<file path="src/rtl/jtcps1_pal_dma.sv">
// Palette DMA: on each copy request, wins the VRAM bus through br/bg and copies
// the enabled 512-word pages from VRAM into the on-chip palette RAM.
module jtcps1_pal_dma #(
    parameter int PAGES   = 6,
    parameter int PAGE_AW = 9
) (
    input  logic                               clk,
    input  logic                               reg_rst,
    input  logic                               pal_copy,
    input  logic [15:0]                        pal_base,
    input  logic [PAGES-1:0]                   pal_page_en,
    output logic                               br,
    input  logic                               bg,
    output logic [16:0]                        vram_addr,
    output logic                               vram_cs,
    input  logic [15:0]                        vram_data,
    input  logic                               vram_ok,
    output logic                               pal_we,
    output logic [$clog2(PAGES)+PAGE_AW-1:0]   pal_addr,
    output logic [15:0]                        pal_data,
    output logic                               busy,
    output logic                               pal_done
);

    localparam int PW = $clog2(PAGES);
    localparam int CW = $clog2(PAGES + 1);
    localparam int EW = 1 << CW;

    typedef enum logic [2:0] {IDLE, SKIP, REQ, READ, WRITE, DONE} state_t;

    state_t                  state_q, state_d;
    logic                    pending_q, pending_d;
    logic [9:0]              base_q, base_d;
    logic [PAGES-1:0]        en_q, en_d;
    logic [CW-1:0]           page_q, page_d, src_q, src_d;
    logic [PAGE_AW-1:0]      idx_q, idx_d;
    logic                    first_q, first_d;
    logic                    br_q, br_d, cs_q, cs_d, we_q, we_d;
    logic                    busy_q, busy_d, done_q, done_d;
    logic [16:0]             addr_q, addr_d;
    logic [PW+PAGE_AW-1:0]   paddr_q, paddr_d;
    logic [15:0]             pdata_q, pdata_d;

    logic [EW-1:0]           enExt;
    logic                    pageLeft, pageOn, accept, okTake, enterRead;

    // Only the low ten bits of the base register select the VRAM source.
    logic                    unusedBase;
    assign unusedBase = ^pal_base[15:10];

    always_ff @(posedge clk or posedge reg_rst) begin
        if (reg_rst) begin
            state_q   <= IDLE;
            pending_q <= 1'b0;
            base_q    <= '0;
            en_q      <= '0;
            page_q    <= '0;
            src_q     <= '0;
            idx_q     <= '0;
            first_q   <= 1'b0;
            br_q      <= 1'b0;
            cs_q      <= 1'b0;
            we_q      <= 1'b0;
            busy_q    <= 1'b0;
            done_q    <= 1'b0;
            addr_q    <= '0;
            paddr_q   <= '0;
            pdata_q   <= '0;
        end else begin
            state_q   <= state_d;
            pending_q <= pending_d;
            base_q    <= base_d;
            en_q      <= en_d;
            page_q    <= page_d;
            src_q     <= src_d;
            idx_q     <= idx_d;
            first_q   <= first_d;
            br_q      <= br_d;
            cs_q      <= cs_d;
            we_q      <= we_d;
            busy_q    <= busy_d;
            done_q    <= done_d;
            addr_q    <= addr_d;
            paddr_q   <= paddr_d;
            pdata_q   <= pdata_d;
        end
    end

    always_comb begin
        enExt            = '0;
        enExt[PAGES-1:0] = en_q;
        pageLeft         = (page_q < CW'(PAGES));
        pageOn           = enExt[page_q];
        accept           = (state_q == IDLE) && (pal_copy || pending_q);
        // The first ok cycle of every strobe may be stale from the previous read.
        okTake           = (state_q == READ) && !first_q && vram_ok;
    end

    always_comb begin
        state_d = state_q;
        case (state_q)
            IDLE:    if (accept) state_d = (pal_page_en == '0) ? DONE : SKIP;
            SKIP:    if (!pageLeft) state_d = DONE;
                     else if (pageOn) state_d = REQ;
            REQ:     if (bg) state_d = READ;
            READ:    if (okTake) state_d = WRITE;
            WRITE:   if (&idx_q) state_d = SKIP;
                     else state_d = bg ? READ : REQ;
            DONE:    state_d = IDLE;
            default: state_d = IDLE;
        endcase
    end

    always_comb begin
        pending_d = accept ? 1'b0 : (pending_q | pal_copy);
        base_d    = base_q;
        en_d      = en_q;
        page_d    = page_q;
        src_d     = src_q;
        idx_d     = idx_q;
        pdata_d   = pdata_q;
        case (state_q)
            IDLE:  if (accept) begin
                       base_d = pal_base[9:0];
                       en_d   = pal_page_en;
                       page_d = '0;
                       src_d  = '0;
                   end
            SKIP:  if (pageLeft) begin
                       if (pageOn) idx_d = '0;
                       else page_d = page_q + CW'(1);
                   end
            READ:  if (okTake) pdata_d = vram_data;
            WRITE: if (&idx_q) begin
                       page_d = page_q + CW'(1);
                       src_d  = src_q + CW'(1);
                   end else begin
                       idx_d = idx_q + PAGE_AW'(1);
                   end
            default: ;
        endcase

        enterRead = (state_d == READ) && (state_q != READ);
        first_d   = enterRead ? 1'b1 : ((state_q == READ) ? 1'b0 : first_q);

        // br is held across page boundaries and only released when the copy ends.
        br_d = br_q;
        if (state_d == REQ) br_d = 1'b1;
        if (state_d == DONE || state_d == IDLE) br_d = 1'b0;

        cs_d   = (state_d == READ);
        addr_d = addr_q;
        if (enterRead)
            addr_d = {base_q, 7'd0} + 17'({src_d, {PAGE_AW{1'b0}}}) + 17'(idx_d);

        we_d    = (state_d == WRITE);
        paddr_d = paddr_q;
        if (state_d == WRITE) paddr_d = {page_q[PW-1:0], idx_q};

        busy_d = (state_d != IDLE);
        done_d = (state_q == DONE);
    end

    assign br        = br_q;
    assign vram_cs   = cs_q;
    assign vram_addr = addr_q;
    assign pal_we    = we_q;
    assign pal_addr  = paddr_q;
    assign pal_data  = pdata_q;
    assign busy      = busy_q;
    assign pal_done  = done_q;

endmodule

</file>
<file path="config.mk">
export PLATFORM = sky130hd
export DESIGN_NAME = jtcps1_pal_dma
export DESIGN_NICKNAME = d
export VERILOG_FILES = /design/src/rtl/jtcps1_pal_dma.sv
export SDC_FILE = /design/constraint.sdc
export NUM_CORES = 1
export LEC_CHECK = 0
export BUFFER_PORTS_ARGS = -buffer_cell sky130_fd_sc_hd__buf_4
export CAP_MARGIN = 20
export CELL_PAD_IN_SITES_DETAIL_PLACEMENT = 1
export CELL_PAD_IN_SITES_GLOBAL_PLACEMENT = 2
export CORE_MARGIN = 2
export CORE_UTILIZATION = 34
export DETAILED_ROUTE_END_ITERATION = 6
export HOLD_SLACK_MARGIN = 0.03
export PLACE_DENSITY_LB_ADDON = 0.1
export SETUP_SLACK_MARGIN = 0.15
export SLEW_MARGIN = 20
export SYNTH_ARGS = -nofsm -noshare
export SYNTH_HDL_FRONTEND = slang
export SYNTH_SLANG_ARGS = --single-unit
export TNS_END_PERCENT = 5
</file>
<file path="constraint.sdc">
create_clock -name clk -period 9.05 [get_ports clk]
set_clock_uncertainty 0.05 [all_clocks]
set_input_delay 1.3575 -clock clk [delete_from_list [all_inputs] [get_ports clk]]
set_output_delay 1.3575 -clock clk [all_outputs]
set_load 0.02 [all_outputs]
</file>
==> Flow_metrics.wiki, run 1 <==
{| class="wikitable"
! Metric !! Value
|-
| Result of the run || finished clean
|-
| Slowest stage cell on the critical path || or3b_1
|-
| Clock Path Buffers || 2
|-
| Classification of the worst setup path || reg -> reg
|-
| DRT Wirelength || 8860 um
|-
| Required time of the worst setup path || 9.21 ns
|-
| Via count of the first global-routing pass || 3,003
|-
| Combined area of all synthesized cells || 0.00387 mm^2
|-
| Number of pins with negative max-slew slack in the final report || 0
|-
| CTS clock-pin slew for the worst setup and hold paths || 0.06 ns
|-
| Number of different library cells in the post-synthesis netlist || 49
|-
| Clock tree from TritonCTS || done
|-
| Reported net switching power || 571 uW
|-
| Number of clock sinks seen by CTS || 86
|-
| Number of DRC markers in iteration 0 || 54
|-
| Relative contribution of the clock network to total power || 24.5%
|-
| Fin Setup TNS || 0 ns
|-
| Post-placement cell area || 0.00464 mm^2
|-
| Synthesis Warnings || 0
|-
| Post-CTS sizing || 0
|-
| Ratio of total power to cell area || 335 mW/mm^2
|-
| Worst-skew pair later-pin latency || 0.33 ns
|-
| Post-detailed-route wirelength per cell || 16.3 um
|-
| RSZ-0062 raised after global routing || false
|-
| Initial Util || 35.2%
|-
| Top-level port count || 93
|-
| Wire length of the first global-routing pass || 15,200 um
|-
| Cell family with most CP delay || compound AO/OA/AOI/OAI gates
|-
| 1st-pass router iterations || 4
|-
| Data arrival time at the worst-slack endpoint || 4.09 ns
|-
| Top cells by area in the synthesized netlist || dfrtp_1 56%, mux2_2 15%, o21ai_0 3.2%
|-
| Leak Pwr || 2.39 nW
|-
| Antenna cells || 0
|-
| Total clock buffers created by CTS || 9
|-
| Largest net degree at the start of global routing || 55
|-
| Period minus WS final || 3.93 ns
|-
| Portion of synthesized cell area occupied by the leading cell type || 55.6%
|-
| Launching element type of the critical path || register
|-
| Worst VDD drop || 0.000178 V
|-
| Number of standard cells after synthesis || 313
|-
| Final Hold Fails || 0
|-
| Reg power frac || 37.0%
|-
| HPWL after detailed placement || 6590 um
|-
| Fin nets || 452
|-
| Pin slew with the least headroom to its limit || 0.877 ns
|-
| IO buf count || 86
|-
| Final number of setup-violating endpoints || 0
|-
| Master cell of the clock root buffer || clkbuf_16
|-
| Chip Width || 111 um
|-
| Area Growth Syn to Fin || 28.3%
|-
| Leftover overflow at the end of global routing || 0
|-
| Startpoint of the most critical setup path || state_q[1]
|-
| Number of routed nets with antenna violations || 0
|-
| Vias per std cell || 5.06
|-
| #FFs+latches synth || 86
|-
| Syn_area_per_cell || 12.4 um^2
|-
| Floorplan Core Area || 0.0110 mm^2
|-
| Post-synthesis sequential area ratio || 55.6%
|-
| Final worst path period share || 43.4%
|-
| Total routing resource utilization after global routing || 15.2%
|-
| Fraction of final layout cells sized beyond drive strength 1 || 40.4%
|-
| Internal power consumption || 1.09 mW
|-
| Number of antenna violations at the first check in global routing || 0
|-
| Number of DRC violations after detailed routing || 0
|-
| Hold path startpoint || vram_addr[10]
|-
| Library cell appearing most often on the critical path || o21ai_0
|-
| Kind of end point of the critical path || register
|-
| Post-CTS Hold Fix Bufs || 0
|-
| Height of the die || 111 um
|-
| Buffering stage count on the worst path with inverters included || 0
|-
| Maximum net fanout on the critical path || 10
|-
| Library cell occupying the most area in the post-synthesis netlist || dfrtp_1
|-
| Row Count || 38
|-
| Maximum Capacitance Violations || 0
|-
| Die area || 0.0123 mm^2
|-
| Worst r2r src || state_q[1]
|-
| Finished layout cell area || 0.00497 mm^2
|-
| Level count of the clock H-tree || 3
|-
| Primary FF master, synth || dfrtp_1
|-
| Share of synthesized flip-flops with an asynchronous set or reset || 100%
|-
| Rel. slew slack || 41.4%
|-
| Post-synth net total || 365
|-
| Placer congestion estimate || 0.705
|-
| Critical-path cell list || or3b_1, nand2_1, o21ai_0, o21ai_0, o311ai_0, ha_1, fa_1, a21o_1, a21oi_1, nor2b_1, o21ai_0, xor2_1, o21ai_0
|-
| Switching share of total power || 34.3%
|-
| Timing-limited maximum frequency || 255 MHz
|-
| Count of vias placed by the detailed router || 2,748
|-
| Largest incremental delay on the critical path || 0.60 ns
|-
| Number of enable-type register cells in the synthesized netlist || 0
|-
| Classification of the worst-slack hold path || reg -> reg
|-
| Post-CTS Repair Setup Buffers || 0
|-
| Part of the power in combinational logic || 38.5%
|}
-- tightest hold or removal path, delay by kind of cell, from the launching register on --
kind / cells / cell delay, ns
flops: 1 / 0.34
simple gates: 1 / 0.05
compound gates: 1 / 0.06
-- worst paths after layout --
path	slack, ns	cells after the start	endpoint
worst max-delay path	5.12	13	vram_addr[13]
worst min-delay path	0.43	2	vram_addr[10]
worst max register to register	5.12	13	vram_addr[13]
worst min register to register	0.43	2	vram_addr[10]
max in group asynchronous	6.83	3	idx_q[3]
min in group asynchronous	1.02	2	pal_data[12]
-- per-stage QoR --
| step | total power, mW | cells | hold WS (ns) | util [%] | setup slack [ns] |
|---|---|---|---|---|---|
| floorplan | 1.06 | 313 | 0.410 | - | 5.42 |
| global placement | 1.26 | 529 | 0.420 | 42.3 | 5.07 |
| detailed placement | 1.28 | 529 | 0.426 | 42.3 | 5.09 |
| CTS | 1.70 | 543 | 0.439 | 45.2 | 5.07 |
| global route | 1.78 | 543 | 0.467 | 45.2 | 4.69 |
| finish | 1.66 | 543 | 0.435 | 45.2 | 5.12 |
-- kinds of logic (layout without fill, tap and decap cells) --
kind of cell / after synthesis / in the layout / synth area share [%]
compound gates: 61 / 61 / 9.86
xor+xnor: 8 / 8 / 1.81
fa+ha+maj: 9 / 9 / 3.10
buf+inv: 19 / 109 / 2.71
flops: 86 / 86 / 55.6
mux: 58 / 58 / 17.0
simple gates: 72 / 72 / 9.92
-- routing by layer --
layer / global-route usage [%] / routed length, um / share of wire [%] / vias to the layer above
met2: 25.3 / 4310 / 49 / 61
met1: 18.5 / 3880 / 44 / 1383
li1: - / - / - / 1292
met4: 4.25 / 97 / 1.1 / 0
met3: 5.85 / 570 / 6.4 / 12
met5: 0 / 0 / 0 / -
-- final cells by class --
type                            instances  area, um^2
Clock buffer                            9         225
Clock inverter                          5         100
Fill cell                            1176        6020
Inverter                                5        20.0
Multi-Input combinational cell        208        1620
Sequential cell                        86        2150
Tap cell                              140         175
Timing Repair Buffer                   90         676
-- cell usage in the layout, fill, tap and decap left out, drive strengths merged, types with 3 or more instances in the layout --
cell and count:
dfrtp 86, nor2 10, inv 4, clkbuf 9
xor2 6, bufinv 3, nand2b 6, nand3 6
and3 5, mux2i 5, buf 90, a31oi 5
clkinv 3, nand2 23, a21oi 11, mux2 53
ha 8, and2 3, o21ai 25, a21o 3
nor3b 3, nor3 4
-- registers in the layout (all words and copies together), names as in the netlist, 3 cells and up --
signal	cells
base_q	10
en_q	6
idx_q	9
page_q	3
pal_addr	12
pal_data	16
src_q	3
state_q	3
vram_addr	17
-- power by group through the flow --
stage	combinational, mW	sequential (mW)	clock (mW)
after floorplan	0.376	0.680	0
after global placement	0.643	0.616	0
after detailed placement	0.655	0.625	0
after CTS	0.657	0.619	0.422
after global routing	0.706	0.638	0.437
final	0.640	0.615	0.408
-- cells in the mapped netlist (4+ instances only) --
library cell	instances
a21oi_1	11
a31oi_1	5
and3_1	5
buf_6	4
clkbuf_1	5
dfrtp_1	86
ha_1	8
inv_1	5
mux2_2	50
mux2i_1	5
nand2_1	23
nand2b_1	6
nand3_1	6
nor2_1	9
nor3_1	4
o21ai_0	25
xor2_1	6
Note: power is estimated with default switching activity, not from simulation.
==> run 2: changes to the inputs <==
- clock period: 9.05 -> 3.95 ns (I/O delays scaled with it)
==> run 2 against run 1 <==
Against the previous run: total power is 130% higher; maximum frequency is 15% higher; non-clock buffer count is 6 higher; wire length is 4.1% higher; design area is 0.73% higher; core utilization is 0.33 points higher; critical endpoint unchanged; largest power group unchanged.
==> Flow_metrics.wiki, run 2 (synthesis gave the netlist of run 1 again) <==
{| class="wikitable"
! Metric !! Value
|-
| Result of the run || finished clean
|-
| Fin nets || 458
|-
| Cell family with most CP delay || compound AO/OA/AOI/OAI gates
|-
| Number of antenna violations at the first check in global routing || 0
|-
| Master cell of the clock root buffer || clkbuf_16
|-
| Leading cell type in the layout, fill and taps excluded || buf_4
|-
| Post-detailed-route wirelength per cell || 16.7 um
|-
| Classification of the worst setup path || reg -> reg
|-
| Fin Setup TNS || 0 ns
|-
| Leftover overflow at the end of global routing || 0
|-
| Number of cells traversed by the worst register-to-register path || 13
|-
| Worst reg-to-reg setup slack || 0.52 ns
|-
| DRT Wirelength || 9220 um
|-
| Number of pins with negative max-slew slack in the final report || 0
|-
| Leak Pwr || 2.41 nW
|-
| Final worst path period share || 86.8%
|-
| Wire length of the first global-routing pass || 15,400 um
|-
| Ratio of total power to cell area || 762 mW/mm^2
|-
| Chip Width || 111 um
|-
| Area Growth Syn to Fin || 29.3%
|-
| Total clock buffers created by CTS || 9
|-
| Largest incremental delay on the critical path || 0.53 ns
|-
| Placer congestion estimate || 0.736
|-
| Total chip power || 3.81 mW
|-
| Slowest stage cell on the critical path || or3b_2
|-
| Launching element type of the critical path || register
|-
| Row Count || 38
|-
| Critical path depth in cells || 13
|-
| Timing-limited maximum frequency || 292 MHz
|-
| Clock Path Buffers || 2
|-
| Commonest cells after routing, fill and taps aside || 96 x buf_4, 85 x dfrtp_1, 50 x mux2_2
|-
| Clock tree from TritonCTS || done
|-
| RSZ-0062 raised after global routing || false
|-
| Final Hold Fails || 0
|-
| 1st-pass router iterations || 4
|-
| Post-CTS Hold Fix Bufs || 0
|-
| Fraction of final layout cells sized beyond drive strength 1 || 41.6%
|-
| Number of flip-flops in the largest register || 17
|-
| Buffering stage count on the worst path with inverters included || 0
|-
| Count of vias placed by the detailed router || 2,744
|-
| Number of DRC violations after detailed routing || 0
|-
| Die area || 0.0123 mm^2
|-
| Kind of end point of the critical path || register
|-
| Number of DRC markers in iteration 0 || 55
|-
| Maximum Capacitance Violations || 0
|-
| Vias per std cell || 4.98
|-
| Maximum net fanout on the critical path || 9
|-
| Number of routed nets with antenna violations || 0
|-
| Final number of setup-violating endpoints || 0
|-
| Largest net degree at the start of global routing || 32
|-
| Antenna cells || 0
|-
| Height of the die || 111 um
|-
| Period minus WS final || 3.43 ns
|-
| Pin slew with the least headroom to its limit || 0.954 ns
|-
| Library cell appearing most often on the critical path || o21ai_0
|-
| Worst-skew pair later-pin latency || 0.34 ns
|-
| Top-level port count || 93
|-
| Classification of the worst-slack hold path || in -> async
|-
| Worst VDD drop || 0.000385 V
|-
| Floorplan Core Area || 0.0110 mm^2
|-
| Rel. slew slack || 36.4%
|-
| Number of clock sinks seen by CTS || 86
|-
| CTS clock-pin slew for the worst setup and hold paths || 0.06 ns
|-
| HPWL after detailed placement || 6900 um
|-
| Total routing resource utilization after global routing || 16.0%
|-
| Initial Util || 35.2%
|-
| Required time of the worst setup path || 4.13 ns
|-
| Level count of the clock H-tree || 3
|-
| IO buf count || 86
|-
| Critical-path cell list || or3b_2, nand2_1, o21ai_0, o21ai_0, o311ai_1, ha_1, fa_1, a21o_1, a21oi_1, nor2b_1, o21ai_0, xor2_1, o21ai_0
|-
| Data arrival time at the worst-slack endpoint || 3.61 ns
|-
| Via count of the first global-routing pass || 2,966
|}
## run 2: cell types whose count changed in the layout (fill, tap and decap cells not counted)
| cell | previous run | this run |
|---|---|---|
| clkinvlp_4 | 0 | 1 |
| o311ai_1 | 0 | 1 |
| buf_4 | 90 | 96 |
| clkbuf_1 | 0 | 1 |
| dfrtp_2 | 0 | 1 |
| dfrtp_1 | 86 | 85 |
| o311ai_0 | 1 | 0 |
| clkinv_4 | 0 | 1 |
| bufinv_16 | 3 | 2 |
## run 2: layer usage
| metal | vias to the layer above | GRT usage, % | routed length (um) |
|---|---|---|---|
| li1 | 1314 | - | - |
| met1 | 1366 | 20.5 | 4160 |
| met2 | 58 | 25.4 | 4440 |
| met3 | 6 | 5.96 | 534 |
| met4 | 0 | 4.75 | 91 |
| met5 | - | 0 | 0 |
## run 2: timing repair
action                                 4_1_cts  5_1_grt
setup endpoints to repair                    0        2
gates resized for setup                      0        2
endpoints found under the hold margin        0        0
setup buffers                                0        0
## run 2: worst reg2reg max path, cell delays in order, from the launching register on
cell and delay [ns]:
dfrtp_1 0.46, or3b_2 0.53, nand2_1 0.16, o21ai_0 0.13, o21ai_0 0.19, o311ai_1 0.18, ha_1 0.26, fa_1 0.41
a21o_1 0.17, a21oi_1 0.23, nor2b_1 0.09, o21ai_0 0.20, xor2_1 0.17, o21ai_0 0.08
## run 2: final timing paths
| check | endpoint | start |
|---|---|---|
| min in group clk | pal_data[12] | vram_data[12] |
| setup reg to reg | vram_addr[13] | state_q[1] |
| hold reg to reg | vram_addr[11] | vram_addr[11] |
| hold / removal | base_q[9] | reg_rst |
| setup / recovery | vram_addr[13] | state_q[1] |
| max in group asynchronous | state_q[0] | reg_rst |
## run 2: layout make-up
type                            count  area [um^2]
Sequential cell                    86         2150
Timing Repair Buffer               96          721
Clock inverter                      6         86.3
Multi-Input combinational cell    208         1620
Tap cell                          140          175
Fill cell                        1205         5980
Clock buffer                       10          229
Inverter                            5         20.0
## run 2: report_power, final
part / total [mW] / internal (mW) / switching (mW)
sequential: 1.41 / 1.19 / 0.222
clock: 0.904 / 0.553 / 0.351
combinational: 1.50 / 0.724 / 0.772
total: 3.81 / 2.47 / 1.35
## run 2: through the flow
stage          utilization (%)  setup WS, ns  instance area [um^2]  cells  hold WS (ns)
2_1_floorplan                -         0.722                  3870    313         0.410
3_3_place_gp              42.7         0.502                  4690    535         0.419
3_5_place_dp              42.7         0.384                  4690    535         0.425
4_1_cts                   45.5         0.364                  5000    551         0.237
5_1_grt                   45.6         0.212                  5000    551         0.266
6_report                  45.6         0.520                  5000    551         0.229
